### src/rtl/botsw_fb_sequencer.sv
// Break-before-make top/bottom switch sequencer with synchronized gate readback, dead-time and fault detection.
// Latency: feedback 2 cycles through the synchronizers, enables registered; no backpressure, en/pwm_in sampled every cycle.
module botsw_fb_sequencer #(
  parameter int DEAD_CYC    = 4,
  parameter int TIMEOUT_CYC = 32,
  parameter int CNT_W       = 6
) (
  input  logic       CELCLK,
  input  logic       CELRSTN,
  input  logic       CELV,
  input  logic       CELG,
  input  logic       SUB,
  input  logic       en,
  input  logic       pwm_in,
  input  logic       clr_fault,
  input  logic       bot_fb,
  input  logic       top_fb,
  output logic       bot_en,
  output logic       top_en,
  output logic       fault,
  output logic [1:0] fault_code,
  output logic [2:0] state
);

  typedef enum logic [2:0] {
    ST_OFF         = 3'b000,
    ST_DEAD_TO_BOT = 3'b001,
    ST_BOT_ON      = 3'b010,
    ST_DEAD_TO_TOP = 3'b011,
    ST_TOP_ON      = 3'b100,
    ST_FAULT       = 3'b101
  } state_e;

  localparam logic [1:0] CODE_NONE    = 2'b00;
  localparam logic [1:0] CODE_SHOOT   = 2'b01;
  localparam logic [1:0] CODE_TIMEOUT = 2'b10;

  localparam logic [CNT_W-1:0] DEAD_LAST = CNT_W'(DEAD_CYC - 1);
  localparam logic [CNT_W-1:0] TMO_LAST  = CNT_W'(TIMEOUT_CYC - 1);

  // Power/substrate pins carry no logic.
  logic unused_pins;
  assign unused_pins = CELV ^ CELG ^ SUB;

  logic bot_meta_q, bot_s_q;
  logic top_meta_q, top_s_q;

  state_e           state_q, state_d;
  logic [CNT_W-1:0] dcnt_q, dcnt_d;
  logic [CNT_W-1:0] tcnt_q, tcnt_d;
  logic             bot_en_q, bot_en_d;
  logic             top_en_q, top_en_d;
  logic             fault_q, fault_d;
  logic [1:0]       fault_code_q, fault_code_d;

  logic fb_low;
  logic dead_done;
  logic dead_tmo;

  always_ff @(posedge CELCLK or negedge CELRSTN) begin
    if (!CELRSTN) begin
      bot_meta_q <= 1'b0;
      bot_s_q    <= 1'b0;
      top_meta_q <= 1'b0;
      top_s_q    <= 1'b0;
    end else begin
      bot_meta_q <= bot_fb;
      bot_s_q    <= bot_meta_q;
      top_meta_q <= top_fb;
      top_s_q    <= top_meta_q;
    end
  end

  assign fb_low    = !bot_s_q && !top_s_q;
  // Completing the dead time outranks a timeout landing on the same cycle.
  assign dead_done = fb_low && (dcnt_q == DEAD_LAST);
  assign dead_tmo  = (tcnt_q == TMO_LAST) && !dead_done;

  always_comb begin
    state_d      = state_q;
    fault_code_d = fault_code_q;
    case (state_q)
      ST_OFF: begin
        if (en) begin
          state_d = pwm_in ? ST_DEAD_TO_TOP : ST_DEAD_TO_BOT;
        end
      end
      ST_DEAD_TO_BOT: begin
        if (dead_tmo) begin
          state_d      = ST_FAULT;
          fault_code_d = CODE_TIMEOUT;
        end else if (!en) begin
          state_d = ST_OFF;
        end else if (pwm_in) begin
          state_d = ST_DEAD_TO_TOP;
        end else if (dead_done) begin
          state_d = ST_BOT_ON;
        end
      end
      ST_DEAD_TO_TOP: begin
        if (dead_tmo) begin
          state_d      = ST_FAULT;
          fault_code_d = CODE_TIMEOUT;
        end else if (!en) begin
          state_d = ST_OFF;
        end else if (!pwm_in) begin
          state_d = ST_DEAD_TO_BOT;
        end else if (dead_done) begin
          state_d = ST_TOP_ON;
        end
      end
      ST_BOT_ON: begin
        if (top_s_q) begin
          state_d      = ST_FAULT;
          fault_code_d = CODE_SHOOT;
        end else if (!en) begin
          state_d = ST_OFF;
        end else if (pwm_in) begin
          state_d = ST_DEAD_TO_TOP;
        end
      end
      ST_TOP_ON: begin
        if (bot_s_q) begin
          state_d      = ST_FAULT;
          fault_code_d = CODE_SHOOT;
        end else if (!en) begin
          state_d = ST_OFF;
        end else if (!pwm_in) begin
          state_d = ST_DEAD_TO_BOT;
        end
      end
      ST_FAULT: begin
        if (clr_fault && !en) begin
          state_d      = ST_OFF;
          fault_code_d = CODE_NONE;
        end
      end
      default: begin
        state_d      = ST_OFF;
        fault_code_d = CODE_NONE;
      end
    endcase
  end

  // Counters only run while staying in the same dead state; any entry starts them from zero.
  always_comb begin
    dcnt_d = '0;
    tcnt_d = '0;
    if ((state_d == state_q) &&
        ((state_q == ST_DEAD_TO_BOT) || (state_q == ST_DEAD_TO_TOP))) begin
      dcnt_d = fb_low ? (dcnt_q + CNT_W'(1)) : '0;
      tcnt_d = tcnt_q + CNT_W'(1);
    end
  end

  // Outputs decode the next state so they register together with it.
  always_comb begin
    bot_en_d = (state_d == ST_BOT_ON);
    top_en_d = (state_d == ST_TOP_ON);
    fault_d  = (state_d == ST_FAULT);
  end

  always_ff @(posedge CELCLK or negedge CELRSTN) begin
    if (!CELRSTN) begin
      state_q      <= ST_OFF;
      dcnt_q       <= '0;
      tcnt_q       <= '0;
      bot_en_q     <= 1'b0;
      top_en_q     <= 1'b0;
      fault_q      <= 1'b0;
      fault_code_q <= CODE_NONE;
    end else begin
      state_q      <= state_d;
      dcnt_q       <= dcnt_d;
      tcnt_q       <= tcnt_d;
      bot_en_q     <= bot_en_d;
      top_en_q     <= top_en_d;
      fault_q      <= fault_d;
      fault_code_q <= fault_code_d;
    end
  end

  assign bot_en     = bot_en_q;
  assign top_en     = top_en_q;
  assign fault      = fault_q;
  assign fault_code = fault_code_q;
  assign state      = state_q;

endmodule

### config.mk
export PLATFORM = sky130hd
export DESIGN_NAME = botsw_fb_sequencer
export DESIGN_NICKNAME = d
export VERILOG_FILES = /design/src/rtl/botsw_fb_sequencer.sv
export SDC_FILE = /design/constraint.sdc
export NUM_CORES = 1
export LEC_CHECK = 0
export BUFFER_PORTS_ARGS = -buffer_cell sky130_fd_sc_hd__buf_2
export CAP_MARGIN = 15
export CELL_PAD_IN_SITES_DETAIL_PLACEMENT = 0
export CELL_PAD_IN_SITES_GLOBAL_PLACEMENT = 1
export CORE_MARGIN = 3
export CORE_UTILIZATION = 46
export DETAILED_ROUTE_END_ITERATION = 10
export GPL_TIMING_DRIVEN = 0
export HOLD_SLACK_MARGIN = 0.08
export PLACE_DENSITY_LB_ADDON = 0.3
export SYNTH_ARGS = -nofsm -noshare
export SYNTH_HDL_FRONTEND = slang
export SYNTH_SLANG_ARGS = --single-unit
### constraint.sdc
create_clock -name CELCLK -period 5.3 [get_ports CELCLK]
set_clock_uncertainty 0.2 [all_clocks]
set_input_delay 0.795 -clock CELCLK [delete_from_list [all_inputs] [get_ports CELCLK]]
set_output_delay 0.795 -clock CELCLK [all_outputs]
set_load 0.05 [all_outputs]
## Word level (Yosys, flattened, before mapping)

Index checks and enable logic that the tools add are counted.

| word-level totals | value |
|---|---|
| bits in registers | 24 |
| input port bits | 10 |
| output and inout port bits | 8 |
| logic and storage cells | 68 |

| operators by class | value |
|---|---|
| reduce and logical (&&, ||, !) cells | 13 |
| add/sub/neg operators | 2 |
| bitwise logic cells | 1 |
| multiplexer cells | 26 |
| equality and inequality tests | 15 |

Operators with widths:

| operator | count |
|---|---|
| 2-to-1 mux 3 bit | 16 |
| 2-to-1 mux 6 bit | 3 |
| one-hot mux 3 bit (6 select lines) | 1 |
| adder 6 x 1 -> 6 bit (second input constant) | 2 |
| equality test 3 bit (second input constant) | 4 |
| 2-to-1 mux 2 bit | 5 |
| one-hot mux 2 bit (5 select lines) | 1 |
| equality test 3 x 2 -> 1 bit (second input constant) | 3 |
| equality test 6 x 2 -> 1 bit (second input constant) | 1 |
| equality test 6 x 5 -> 1 bit (second input constant) | 1 |
| inequality test 2 bit (second input constant) | 3 |
| logical AND 1 bit | 5 |
| AND reduction 5 bit | 1 |
| zero test 1 bit | 4 |
| equality test 3 x 1 -> 1 bit (second input constant) | 1 |
| equality test 3 bit | 1 |
| zero test 3 bit | 1 |
| inequality test 2 x 1 -> 1 bit (second input constant) | 1 |
| OR reduction 2 bit | 1 |
| logical OR 1 bit | 1 |
| NOT 1 bit | 1 |

## Longest topological paths before layout

Gate-level depths: netlist of run 1.

| logic depth | value |
|---|---|
| depth after elaboration | 11 |
| depth in mapped cells | 8 |
| mapped depth without buffers | 6 |

## Least setup slack after synthesis of run 1

OpenSTA, ideal clock, no wires.

| timing path | value |
|---|---|
| kind | register to register |
| start | register dcnt_q[0] |
| end | register dcnt_q[1] |
| setup time | 0.101 ns |
| setup slack | 3.004 ns |
| cell stages (with the launch flop) | 8 |
| data required time | 4.999 ns |
| data arrival time | 1.996 ns |
| period minus slack after synthesis | 2.296 ns |
| path buffers | 1 |
| cells stage by stage | dfrtp_1 ha_1 or4b_4 nor3_4 mux2i_1 o211ai_4 buf_6 nor4_1 |

| on the way | value |
|---|---|
| longest elaborated chain between the ends | 10 |
| elaborated cells between the ends (all ways) | 18 |
| those cells by class | add/sub: 1; eq/ne: 2; mux: 11; reduce/logical: 4 |

Ends and longest elaborated chain:

| element | RTL line | text |
|---|---|---|
| start, declared | 49 | `logic [CNT_W-1:0] dcnt_q, dcnt_d;` |
| start signal, assigned | 174 | `dcnt_q <= dcnt_d;` |
| equality test 6 x 2 -> 1 bit * | 76 | `assign dead_done = fb_low && (dcnt_q == DEAD_LAST);` |
| logical AND 1 bit * | 76 |  |
| 2-to-1 mux 3 bit (on tied branches) | 108, 96 |  |
| 2-to-1 mux 3 bit (on tied branches) | 106, 94 |  |
| 2-to-1 mux 3 bit (on tied branches) | 104, 92 |  |
| 2-to-1 mux 3 bit (on tied branches) | 101, 89 |  |
| one-hot mux 3 bit (6 select lines) * | 82 | `case (state_q)` |
| net state_d[2] | 48 | `state_e state_q, state_d;` |
| equality test 3 bit * | 149 | `if ((state_d == state_q) &&` |
| logical AND 1 bit * | 149 |  |
| 2-to-1 mux 6 bit * | 149 |  |
| net dcnt_d[1] | 49 |  |

Mark *: on every way through the listed nets, which the timed path passes. The rest lies on a longest branch.
A chain may end at the register's enable or synchronous reset.

## Final worst setup path of run 1

Same ends and word-level chain as after synthesis.

==> results of run 1 <==
[power by group]
part | total, mW | internal [mW] | switching [mW]
clock network | 0.0970 | 0.0420 | 0.0549
logic | 0.288 | 0.0902 | 0.198
registers | 0.236 | 0.211 | 0.0250
total | 0.621 | 0.343 | 0.278
[state kept, by name (all words and copies together), names as in the netlist]
signal,cells
state,3
fault_code,2
top_s_q,1
bot_en,1
fault,1
bot_meta_q,1
top_meta_q,1
dcnt_q,6
tcnt_q,6
bot_s_q,1
top_en,1
[synth_stat cells (2+ instances only)]
cell	number	share of area, %
nor4_1	7	3.6
nand2_1	3	0.92
a31oi_1	2	1.0
xor2_1	4	2.9
and2_1	2	1.0
or2_2	2	1.0
nor2b_1	6	3.1
and3_1	2	1.0
nor2_1	5	1.5
ha_1	2	2.0
nor3_1	6	2.4
nand3_1	4	1.6
dfrtp_1	24	49
a211oi_1	2	1.2
nor3b_1	3	1.8
o21ai_0	3	1.2
xnor2_1	5	3.6
clkbuf_1	3	0.92
a21oi_1	4	1.6
mux2i_1	2	1.6
nand2b_1	4	2.0
inv_1	3	0.92
[through the flow]
stage                     hold WS [ns]  instance area, um2  std cells  setup WS, ns
after floorplan                  0.131                1230        116          3.00
after global placement           0.132                1330        159          2.64
after detailed placement         0.137                1330        159          2.62
after CTS                        0.168                1370        163          2.70
after global routing             0.183                1370        163          2.51
final                            0.164                1370        163          2.73
[worst max-delay path, stage by stage (launching register included)]
cell	delay (ns)
dfrtp_1	0.39
ha_1	0.21
or4b_4	0.49
nor3_4	0.28
mux2i_1	0.33
o211ai_4	0.14
buf_6	0.17
nor4_1	0.24
[how the worst max path moves through the flow]
stage                     startpoint         to  slack, ns  cells past startpoint
after global routing       dcnt_q[0]  dcnt_q[1]       2.51                      7
final                      dcnt_q[0]  dcnt_q[1]       2.73                      7
after CTS                  dcnt_q[0]  dcnt_q[1]       2.70                      7
after detailed placement          en  dcnt_q[1]       2.62                      7
after floorplan            dcnt_q[0]  dcnt_q[1]       3.00                      7
after global placement            en  dcnt_q[4]       2.64                      7
[area by class of cell]
class | instances | share of cell area, %
inverter | 3 | 0.823
sequential | 24 | 43.9
multi-input combinational | 82 | 42.3
timing repair buffer | 13 | 4.76
tap | 30 | 2.74
clock buffer | 4 | 2.65
buffer | 7 | 2.84
[metal layers]
metal	global-route usage (%)	routed length [um]
met5	0	0
met4	6.29	27
met3	3.12	100
met2	23.5	1080
met1	21.2	1120
[cell families (layout without fill, tap and decap cells)]
group,after synthesis,count (layout),synth area share [%]
AND/OR/NAND/NOR,49,49,24.4
adder cells (fa/ha/maj),2,2,2.04
AO/OA/AOI/OAI,19,19,11.6
XOR/XNOR,9,9,6.42
multiplexers,3,3,2.55
buffers and inverters,10,27,4.07
flip-flops,24,24,48.9
==> key figures, run 1 <==
Outcome
  – Status: finished clean

Yosys
  – Synthesized cell area: 1230 um2
  – Syn_area_per_cell: 10.6 um2
  – Synth unique cells: 40
  – Ys flop type: dfrtp_1
  – Synth warn: 0
  – #FFs+latches synth: 24
  – Post-synthesis sequential area ratio: 48.9%
  – Async SR Flop Fraction: 100%
  – EDFF count, synth: 0
  – Post-Syn Instances: 116
  – Syn_nets: 128

STA
  – Setup tns final: 0 ns
  – Achievable frequency: 389 MHz
  – Slew Limit Fails: 0
  – Worst Max-Slew Pin Slew: 0.523 ns
  – Final Hold Fails: 0
  – Final setup fails: 0
  – Crit share post-route: 48.5%
  – RSZ-0062 raised after global routing: no
  – Slew Limit Headroom: 65.1%
  – Min Tclk post-route: 2.57 ns

Routing
  – Antenna-violating nets left: 0
  – Routed length per instance: 14.3 um
  – Vias: 935
  – Drc violations: 0
  – Final WL: 2330 um
  – Vias per inst: 5.74
  – Drt first pass iters: 4
  – First DRT Iteration DRCs: 17

Run
  – Max Cap Violations: 0

Global route
  – GRT Total Usage: 15.3%
  – Largest net degree at the start of global routing: 25
  – Number of global-route vias before repair: 872
  – GR Overflow Total: 0
  – First-pass GRT wire length: 3930 um
  – Initial antenna violation count: 0

CTS
  – # hold bufs at CTS: 0
  – CTS buffer count: 3
  – CTS tree: built
  – Post_cts resized: 0
  – Worst-path clk slew: 0.13 ns
  – CTS Sinks: 24
  – Post-CTS setup buffers: 0
  – Clk Latency, worst-skew pair: 0.32 ns
  – H-tree depth: 1
  – Clock Tree Root: clkbuf_4
  – CTS max path bufs: 2

Floorplanning
  – Io pins: 18
  – Die area: 3330 um2
  – Die Ht: 57.7 um
  – Starting Density: 49.1%
  – Rows: 18
  – Core footprint: 2500 um2
  – Chip Width: 57.7 um

Layout
  – Area Growth Syn to Fin: 11.3%
  – Fillers: 225
  – Area of the multi-input gates: 578 um2
  – Util after Layout: 54.7%
  – Antenna diode count: 0
  – Most common cell after layout, fill and taps aside: dfrtp_1
  – Share of post-route cells with drive strength above 1: 20.3%
  – Register area: 601 um2
  – Final layout net count: 146
  – Most frequent cells in the layout: 24 x dfrtp_1, 14 x buf_2, 7 x nor4_1

Worst setup path
  – CP Data Required Time: 5.32 ns
  – CP Capture Type: flip-flop
  – FF-to-FF path depth: 7
  – Worst EP arrival: 2.59 ns
  – Worst Path Max Fanout: 10
  – R2r setup slk: 2.73 ns
  – CP Class: reg2reg
  – Reg-to-Reg End: dcnt_q[1]
  – Reg2reg start: dcnt_q[0]
  – Critical Path Start Type: flip-flop

Worst hold path
  – Worst Hold End: bot_s_q
  – Tightest Hold Check Type: reg2reg
  – Hold-critical path depth: 0
  – Worst Hold Launch: bot_meta_q

Power
  – Power per Cell Area: 454 nW/um2
  – Max VDD drop: 0.318 mV
  – Total chip power: 0.621 mW
  – Leakage: 0.595 nW

Placed design
  – DP HPWL: 1710 um
  – Port bufs: 13
  – RD Place Congestion: 0.849
No activity file was read; power rests on OpenSTA's default activity.
==> run 2, diff against run 1 <==
--- a/config.mk
+++ b/config.mk
@@ -10,7 +10,7 @@
 export CELL_PAD_IN_SITES_DETAIL_PLACEMENT = 0
 export CELL_PAD_IN_SITES_GLOBAL_PLACEMENT = 1
 export CORE_MARGIN = 3
-export CORE_UTILIZATION = 46
+export CORE_UTILIZATION = 43
 export DETAILED_ROUTE_END_ITERATION = 10
 export GPL_TIMING_DRIVEN = 0
 export HOLD_SLACK_MARGIN = 0.08
==> constraint.sdc (replaced) <==
create_clock -name CELCLK -period 2.55 [get_ports CELCLK]
set_clock_uncertainty 0.2 [all_clocks]
set_input_delay 0.3825 -clock CELCLK [delete_from_list [all_inputs] [get_ports CELCLK]]
set_output_delay 0.3825 -clock CELCLK [all_outputs]
set_load 0.05 [all_outputs]
==> run 2 against run 1 <==
Net effect:
- global-route usage fell by 0.13 points
- cell area rose by 7.3%
- sequential power rose by 110%
- worst hold slack improved by 0.0088 ns
- sequential share of layout area fell by 3.0 points
- worst setup slack got worse by 2.7 ns
- largest power group unchanged
- highest routed layer unchanged
==> key figures, run 2 (synthesis gave the netlist of run 1 again) <==
Layout
  – Final layout net count: 153 (+4.8%)
  – Util after Layout: 56.7% (+2.0 points)
  – Most frequent cells in the layout: 24 x dfrtp_1, 14 x buf_2, 6 x nor2b_1, 6 x nor4_1
  – Fillers: 226 (+0.44%)
  – Share of post-route cells with drive strength above 1: 27.1% (+6.8 points)
  – Area Growth Syn to Fin: 19.5%
  – Area of the multi-input gates: 607 um2 (+5.0%)
  – Register area: 601 um2 (unchanged)
  – Most common cell after layout, fill and taps aside: dfrtp_1
  – Antenna diode count: 0 (unchanged)

CTS
  – Clock Tree Root: clkbuf_4
  – Clk Latency, worst-skew pair: 0.32 ns (about the same)
  – Worst-path clk slew: 0.14 ns (about the same)
  – CTS max path bufs: 2 (unchanged)
  – CTS buffer count: 3 (unchanged)
  – H-tree depth: 1 (unchanged)
  – CTS tree: built
  – CTS Sinks: 24 (unchanged)

Worst setup path
  – CP Data Required Time: 2.59 ns (-2.73 ns)
  – Worst EP arrival: 2.57 ns (-0.02 ns)
  – CP Class: reg2reg
  – Worst Path Max Fanout: 7 (-3)
  – Critical Path Start Type: flip-flop
  – CP Capture Type: flip-flop

Placed design
  – Setup WS pre-CTS: -0.00328 ns (-2.62 ns)
  – RD Place Congestion: 0.866 (+2.0%)
  – DP HPWL: 1730 um (+1.2%)
  – Port bufs: 13 (unchanged)

Floorplanning
  – Starting Density: 47.4% (-1.7 points)
  – Core footprint: 2590 um2 (+3.6%)
  – Die area: 3530 um2 (+6.2%)
  – Rows: 18 (unchanged)
  – Chip Width: 59.5 um (+3.1%)
  – Die Ht: 59.5 um (+3.1%)
  – Io pins: 18 (unchanged)

STA
  – Setup tns final: 0 ns (unchanged)
  – Setup slack after layout: 0.0155 ns (-2.72 ns)
  – Crit share post-route: 99.4% (+51 points)
  – Min Tclk post-route: 2.53 ns (-0.0339 ns)
  – Achievable frequency: 395 MHz (+1.3%)
  – Worst Max-Slew Pin Slew: 0.529 ns (+0.00657 ns)
  – Slew Limit Headroom: 64.7% (-0.44 points)
  – RSZ-0062 raised after global routing: yes
  – Final Hold Fails: 0 (unchanged)
  – Slew Limit Fails: 0 (unchanged)
  – Final setup fails: 0 (unchanged)

Routing
  – Drt first pass iters: 2 (-2)
  – Drc violations: 0 (unchanged)
  – First DRT Iteration DRCs: 33 (+16)
  – Final WL: 2570 um (+10%)
  – Antenna-violating nets left: 0 (unchanged)
  – Vias per inst: 5.52 (-3.7%)
  – Vias: 939 (+0.43%)
  – Routed length per instance: 15.1 um (+5.8%)

Run
  – Max Cap Violations: 0 (unchanged)

Global route
  – GR Overflow Total: 0 (unchanged)
  – Largest net degree at the start of global routing: 25 (unchanged)
  – Number of global-route vias before repair: 887 (+1.7%)
  – GRT Total Usage: 15.2% (-0.13 points)
  – Initial antenna violation count: 0 (unchanged)
  – First-pass GRT wire length: 4060 um (+3.3%)

Power
  – Total chip power: 1.38 mW (+120%)
  – Sw frac: 44.9% (+0.14 points)
  – Logic pwr share: 49.5% (+3.1 points)
  – NetSw: 0.618 mW (+120%)
  – Leakage: 0.638 nW (+7.2%)
  – Internal: 0.758 mW (+120%)
  – Power per Cell Area: 938 nW/um2 (+110%)
  – Seq pwr share: 35.6% (-2.4 points)
  – Power share of the clock group: 14.9% (-0.7 points)
  – Max VDD drop: 0.768 mV (+140%)

Outcome
  – Status: finished clean

Worst hold path
  – Tightest Hold Check Type: reg2reg
[run 2: area by class of cell]
type,count,share of cell area (%)
Buffer,6,2.64
Clock buffer,4,2.47
Inverter,3,0.767
Multi-Input combinational cell,82,41.3
Sequential cell,24,40.9
Tap cell,30,2.56
Timing Repair Buffer,21,9.29
[run 2: through the flow]
| step | cell area, um2 | hold slack (ns) | instances |
|---|---|---|---|
| 4_1_cts | 1400 | 0.175 | 166 |
| 2_1_floorplan | 1230 | -0.113 | 116 |
| 3_3_place_gp | 1330 | 0.137 | 159 |
| 3_5_place_dp | 1330 | 0.144 | 159 |
| 5_1_grt | 1470 | 0.177 | 170 |
| 6_report | 1470 | 0.172 | 170 |
[run 2: final timing paths]
path / startpoint / to / slack (ns) / cells past startpoint
max: dcnt_q[0] / tcnt_q[5] / 0.02 / 7
min: bot_meta_q / bot_s_q / 0.17 / 0
max reg2reg: dcnt_q[0] / tcnt_q[5] / 0.02 / 7
min reg2reg: bot_meta_q / bot_s_q / 0.17 / 0
max in group asynchronous: CELRSTN / tcnt_q[4] / 1.44 / 2
min in group asynchronous: CELRSTN / dcnt_q[5] / 0.35 / 2
[run 2: metal layers]
layer	vias to the layer above	GRT usage (%)	part of all wire, %
li1	460	-	-
met5	-	0	0
met4	0	4.85	0.89
met3	3	2.40	2.4
met1	464	20.8	50
met2	12	24.5	46
[run 2: repair_timing]
item                                    CTS  global route
pin swaps                                 1             5
hold endpoints to repair                 26             0
endpoints found under the setup margin    4            14
hold buffers                              3             0
resized for setup                         1             8
gates cloned                              0             1
setup buffers                             0             4
[run 2: power groups by stage]
| stage | Clock [mW] | Combinational [mW] | Sequential [mW] |
|---|---|---|---|
| after CTS | 0.208 | 0.626 | 0.491 |
| final | 0.205 | 0.681 | 0.490 |
| after floorplan | 0 | 0.313 | 0.645 |
| after global placement | 0 | 0.597 | 0.496 |
| after detailed placement | 0 | 0.610 | 0.498 |
| after global routing | 0.215 | 0.737 | 0.498 |
[run 2: worst max-delay path: stages (launching register included)]
cell and delay [ns]:
dfrtp_1 0.39, ha_2 0.21, or4b_4 0.48, nor3_4 0.31, mux2i_2 0.31, o211ai_4 0.16, buf_6 0.17, nor3_1 0.23
